## src/rtl/edge_count_window_monitor_pkg.sv

```systemverilog
// Shared types and constants for the windowed edge-count monitor.
package edge_count_window_monitor_pkg;

  localparam int unsigned COUNT_W = 8;

  typedef struct packed {
    logic [COUNT_W-1:0] delta;
    logic               over;
  } rec_t;

endpackage

```

## src/rtl/edge_window_queue.sv

```systemverilog
// Small power-of-two FIFO of window records with synchronous reset/flush.
// A push while full is accepted only when a pop happens in the same cycle.
module edge_window_queue
  import edge_count_window_monitor_pkg::*;
#(
  parameter int unsigned Depth = 2
) (
  input  logic clk_i,
  input  logic reset_i,
  input  logic flush_i,
  input  logic enq_valid_i,
  input  rec_t enq_data_i,
  input  logic deq_ready_i,
  output rec_t deq_data_o,
  output logic full_o,
  output logic empty_o
);

  localparam int unsigned PtrW = (Depth > 1) ? $clog2(Depth) : 1;

  logic [PtrW-1:0] wptr_q, wptr_d, rptr_q, rptr_d;
  logic [PtrW:0]   cnt_q, cnt_d;
  rec_t            mem_q [Depth];
  logic            do_enq, do_deq;

  assign empty_o    = (cnt_q == '0);
  assign full_o     = (cnt_q == (PtrW + 1)'(Depth));
  assign deq_data_o = mem_q[rptr_q];

  assign do_deq = deq_ready_i && !empty_o;
  assign do_enq = enq_valid_i && (!full_o || do_deq);

  always_comb begin
    wptr_d = wptr_q;
    rptr_d = rptr_q;
    cnt_d  = cnt_q;
    if (do_enq) wptr_d = wptr_q + PtrW'(1);
    if (do_deq) rptr_d = rptr_q + PtrW'(1);
    if (do_enq && !do_deq) cnt_d = cnt_q + (PtrW + 1)'(1);
    if (!do_enq && do_deq) cnt_d = cnt_q - (PtrW + 1)'(1);
  end

  always_ff @(posedge clk_i) begin
    if (reset_i || flush_i) begin
      wptr_q <= '0;
      rptr_q <= '0;
      cnt_q  <= '0;
    end else begin
      wptr_q <= wptr_d;
      rptr_q <= rptr_d;
      cnt_q  <= cnt_d;
    end
  end

  // Storage needs no reset; occupancy alone decides what is valid.
  always_ff @(posedge clk_i) begin
    if (do_enq) mem_q[wptr_q] <= enq_data_i;
  end

endmodule

```

## src/rtl/edge_count_window_monitor.sv

```systemverilog
// Snapshots the upstream transition count every WINDOW enabled cycles and
// queues {delta, over} records for a val/rdy consumer.
module edge_count_window_monitor
  import edge_count_window_monitor_pkg::*;
#(
  parameter int unsigned WINDOW = 16,
  parameter int unsigned QDEPTH = 2
) (
  input  logic               clk,
  input  logic               reset,
  input  logic               clear,
  input  logic               en,
  input  logic [COUNT_W-1:0] count,
  input  logic [COUNT_W-1:0] thresh,
  output logic               out_val,
  input  logic               out_rdy,
  output logic [COUNT_W-1:0] out_delta,
  output logic               out_over,
  output logic [7:0]         drop_count
);

  localparam int unsigned WcntW = (WINDOW > 2) ? $clog2(WINDOW) : 1;

  logic [WcntW-1:0]   wcnt_q, wcnt_d;
  logic [COUNT_W-1:0] snap_q, snap_d;
  logic [7:0]         drop_q, drop_d;
  logic               last, sample, q_full, q_empty, drop;
  rec_t               new_rec, head_rec;

  assign last   = (wcnt_q == WcntW'(WINDOW - 1));
  assign sample = en && last && !clear;

  assign new_rec.delta = count - snap_q;
  assign new_rec.over  = (new_rec.delta >= thresh);

  // A full queue only takes the record if the head leaves this same cycle.
  assign drop = sample && q_full && !out_rdy;

  always_comb begin
    wcnt_d = wcnt_q;
    snap_d = snap_q;
    drop_d = drop_q;
    if (clear) begin
      wcnt_d = '0;
      snap_d = '0;
      drop_d = '0;
    end else begin
      if (en) wcnt_d = last ? '0 : wcnt_q + WcntW'(1);
      if (sample) snap_d = count;
      if (drop && drop_q != 8'hff) drop_d = drop_q + 8'd1;
    end
  end

  always_ff @(posedge clk) begin
    if (reset) begin
      wcnt_q <= '0;
      snap_q <= '0;
      drop_q <= '0;
    end else begin
      wcnt_q <= wcnt_d;
      snap_q <= snap_d;
      drop_q <= drop_d;
    end
  end

  edge_window_queue #(
    .Depth (QDEPTH)
  ) u_queue (
    .clk_i       (clk),
    .reset_i     (reset),
    .flush_i     (clear),
    .enq_valid_i (sample),
    .enq_data_i  (new_rec),
    .deq_ready_i (out_rdy),
    .deq_data_o  (head_rec),
    .full_o      (q_full),
    .empty_o     (q_empty)
  );

  assign out_val    = !q_empty;
  assign out_delta  = head_rec.delta;
  assign out_over   = head_rec.over;
  assign drop_count = drop_q;

endmodule

```

## config.mk

```make
export PLATFORM = sky130hd
export DESIGN_NAME = edge_count_window_monitor
export DESIGN_NICKNAME = d
export VERILOG_FILES = /design/src/rtl/edge_count_window_monitor_pkg.sv /design/src/rtl/edge_window_queue.sv /design/src/rtl/edge_count_window_monitor.sv
export SDC_FILE = /design/constraint.sdc
export NUM_CORES = 1
export LEC_CHECK = 0
export CORE_MARGIN = 2
export CORE_UTILIZATION = 47
export CTS_CLUSTER_SIZE = 12
export DETAILED_ROUTE_END_ITERATION = 10
export GPL_TIMING_DRIVEN = 0
export PLACE_DENSITY = 0.75
export SYNTH_ARGS = -nofsm -noshare
export SYNTH_HDL_FRONTEND = slang
export SYNTH_SLANG_ARGS = --single-unit
```

## constraint.sdc

```tcl
create_clock -name clk -period 2.5 [get_ports clk]
set_clock_uncertainty 0.1 [all_clocks]
set_input_delay 0.25 -clock clk [delete_from_list [all_inputs] [get_ports clk]]
set_output_delay 0.25 -clock clk [all_outputs]
set_load 0.05 [all_outputs]
```

==> implementation parameters <==
Parameter                              Value

Run status
  Run status    complete, no violations

Drt
  Detail-routed net length per standard cell    13.78 um
  Violation count after the first detailed-routing iteration    66
  Routed via count divided by cell count    5.447
  Final ANT Viol Nets    0
  Number of design rule violations left after detail routing    0
  Total vias in the final route    1754
  Number of iterations in the first detailed-routing pass    4
  Post-detailed-routing wire length    4437 um

Cells and area
  ANT cells    0
  Post-layout instance area    0.002920 mm2
  Most common cell after layout, fill and taps aside    sky130_fd_sc_hd__clkdlybuf4s50_1
  Fraction of layout cells with a size suffix above 1    16.04%
  # nets final    307
  Share of the core filled with cells in the final layout    62.24%
  Most frequent cells in the layout    sky130_fd_sc_hd__clkdlybuf4s50_1, sky130_fd_sc_hd__dfxtp_1, sky130_fd_sc_hd__nor2_1
  Relative area change from synthesis to final layout    28.67%

Die
  Number of top-level pins    39
  Initial Utilization    48.37%
  Die extent in y    73.49 um
  Area inside the core boundary    0.004692 mm2
  Total die area    0.005401 mm2
  Die Span X    73.49 um
  Number of core rows    25

Logic synthesis
  Leading post-synthesis cells by cell area    sky130_fd_sc_hd__edfxtp_1, sky130_fd_sc_hd__dfxtp_1, sky130_fd_sc_hd__ha_1
  Post-synth top area share    23.81%
  Gate Count Post-Synth    219
  Synth cell types    44
  Flip-flop and latch count after synthesis    43
  Sequential-to-total area share from yosys stat    45.87%
  Number of synthesis warnings    0
  Number of enable-type register cells in the synthesized netlist    18
  Most common flop cell mapped by yosys    sky130_fd_sc_hd__dfxtp_1
  Syn Area/Cell    10.36 um2
  Net count of the mapped netlist    259
  Post-synthesis async set-or-reset flop share    0%
  Summed instance area of the synthesized netlist    0.002270 mm2
  Top cell type by total area after synthesis    sky130_fd_sc_hd__edfxtp_1

Min path
  Startpoint of the tightest hold check path    count[0]
  Hold path depth    3
  Hold crit path type    in2reg
  Destination of the worst hold path    snap_q[0]$_SDFFE_PP0P_

Power
  IR Drop Worst-Case VDD    0.0002817 V
  Post-route total power    0.001354 W
  Pwr per Cell Area    463.8 mW/mm2
  Leakage component of the power    1.031 nW

STA
  Slew Viols, Final    0
  Count of endpoints failing setup in the final report    0
  Min Clock Period, post-route    2.461 ns
  RSZ-0062 raised after global routing    yes
  Slew headroom    63.67%
  Max Freq    406.4 MHz
  Slew at the pin closest to its max-slew limit    0.5443 ns
  Number of hold-slack violations in the final timing report    0
  Crit share post-route    98.42%

CTS
  Total clock sinks    43
  Clock tree root buffer cell    sky130_fd_sc_hd__clkbuf_8
  CTS Hold Buffers Added    0
  Clock transition at path regs    0.08 ns
  Number of buffers inserted during clock tree synthesis    5
  Deepest clock path buffer count    2
  TritonCTS clock tree    yes
  Clock insertion delay at the later pin of the skew report    0.29 ns
  H-tree depth    2

Global route
  Initial antenna violation count    0
  Largest net degree at the start of global routing    14
  Sum of overflow across all layers after global routing    0
  Via count of the first global-routing pass    1648
  Total routing resource utilization after global routing    16.91%
  First-pass GRT wire length    7127 um

Setup path
  Count of cell instances traversed by the critical path    9
  Type of the worst setup path    in2reg
  Required time of the worst setup path    2.45 ns
  Kind of launch point of the worst setup path    input port
  Maximum single-stage delay on the critical path    0.42 ns
  Depth of the most critical reg-to-reg path    11
  Worst Setup SP    count[5]
  Cell Chain, Critical Path    clkdlybuf4s50_1 > ha_1 > or2_2 > a21oi_1 > a31oi_1 > xnor2_1 > ha_1 > a21oi_2 > o21ai_2
  Category of the worst setup path capture point    flip-flop
  Destination of the worst register-to-register timing path    u_queue.mem_q[0][0]$_DFFE_PP_
  Biggest fanout along the worst timing path    4
  Source of the worst register-to-register timing path    snap_q[0]$_SDFFE_PP0P_
  Critical path's slowest cell    sky130_fd_sc_hd__clkdlybuf4s50_1
  Worst endpoint data arrival time    2.41 ns
  Most used cell, CP    sky130_fd_sc_hd__ha_1
  Buf/Inv on CP    1
  Minimum setup slack among reg-to-reg paths    0.05 ns
  Largest delay share family, worst path    adder cells

Place
  Port Buffer Count    37
  Post-Place Cell Area    0.002711 mm2
  Estimated wirelength of the detail-placed design    3161 um
  Global placement routability congestion    0.8194

Flow run
  Max-capacitance violation count    0
worst max path at each step:
stage,to,slack [ns]
3_5_place_dp,u_queue.mem_q[0][0]$_DFFE_PP_,-0.65
4_1_cts,u_queue.mem_q[0][0]$_DFFE_PP_,0.0005
5_1_grt,u_queue.mem_q[0][0]$_DFFE_PP_,-0.09
2_1_floorplan,u_queue.mem_q[0][0]$_DFFE_PP_,0.02
3_3_place_gp,u_queue.mem_q[0][0]$_DFFE_PP_,-0.57
6_report,u_queue.mem_q[0][0]$_DFFE_PP_,0.04
worst min-delay path, delay by kind of cell:
family | cells | cell delay, ns
muxes | 1 | 0.08
buffers and inverters | 1 | 0.23
and+or+nand+nor | 1 | 0.07
state kept, by name, indices dropped and copies added, names as in the netlist, named ones only:
| name | count |
|---|---|
| u_queue.cnt_q | 2 |
| snap_q | 8 |
| u_queue.rptr_q | 1 |
| wcnt_q | 4 |
| drop_count | 8 |
| u_queue.mem_q | 18 |
| u_queue.wptr_q | 1 |
what timing repair did:
action                                  CTS  global route
setup buffers                             2             3
resized for setup                         8            11
endpoints found under the setup margin   11            21
pin swaps                                 3            10
through the flow:
step	std cells	setup TNS, ns	hold WS (ns)	setup WS [ns]
final	322	0	0.2660	0.03941
after global routing	322	-0.1996	0.3072	-0.09489
after CTS	320	0	0.2793	0.0004849
after detailed placement	310	-4.060	0.3854	-0.6468
after global placement	310	-3.063	0.3725	-0.5717
after floorplan	219	0	0.2972	0.02176
final cells by class:
class                           count  area (um2)
Tap cell                           54       67.56
Inverter                           20       75.07
Clock buffer                        6       82.58
Multi-Input combinational cell    150        1210
Clock inverter                      2       11.26
Timing Repair Buffer               42       405.4
Fill cell                         379        1772
Sequential cell                    43        1042
Buffer                              5       26.28
Yosys cell counts, types with 4 or more instances:
| cell | number |
|---|---|
| sky130_fd_sc_hd__nor2_1 | 21 |
| sky130_fd_sc_hd__xor2_1 | 5 |
| sky130_fd_sc_hd__a21oi_1 | 11 |
| sky130_fd_sc_hd__ha_1 | 18 |
| sky130_fd_sc_hd__inv_1 | 20 |
| sky130_fd_sc_hd__nor3_1 | 7 |
| sky130_fd_sc_hd__mux2_2 | 9 |
| sky130_fd_sc_hd__o21ai_0 | 7 |
| sky130_fd_sc_hd__nand3_1 | 6 |
| sky130_fd_sc_hd__dfxtp_1 | 25 |
| sky130_fd_sc_hd__edfxtp_1 | 18 |
| sky130_fd_sc_hd__mux2i_1 | 9 |
| sky130_fd_sc_hd__xnor2_1 | 6 |
| sky130_fd_sc_hd__nand2_1 | 5 |
| sky130_fd_sc_hd__or3_1 | 4 |
| sky130_fd_sc_hd__clkbuf_1 | 5 |
power by group:
group	switching [W]	total, W	internal [W]
clock	0.000232	0.000453	0.000221
combinational	0.0000803	0.000165	0.0000849
sequential	0.00000119	0.000737	0.000735
total	0.000314	0.00135	0.00104
layer usage:
layer / GRT usage (%) / vias to the layer above / routed length [um] / share of wire (%)
li1: - / 887 / - / -
met1: 21.18 / 834 / 2067 / 47
met2: 28.57 / 29 / 2192 / 49
met3: 4.252 / 4 / 138 / 3.1
met4: 5.253 / 0 / 38 / 0.86
met5: 0 / - / 0 / 0
kinds of logic (layout without fill, tap and decap cells):
group,Yosys count,in the layout,synth area share (%)
fa+ha+maj,19,19,10.81
flops,43,43,45.87
xor+xnor,11,11,4.245
buf+inv,26,75,4.631
simple gates,65,65,15.27
compound gates,37,37,10.75
mux,18,18,8.435
Power figures use the tool's default switching activity.
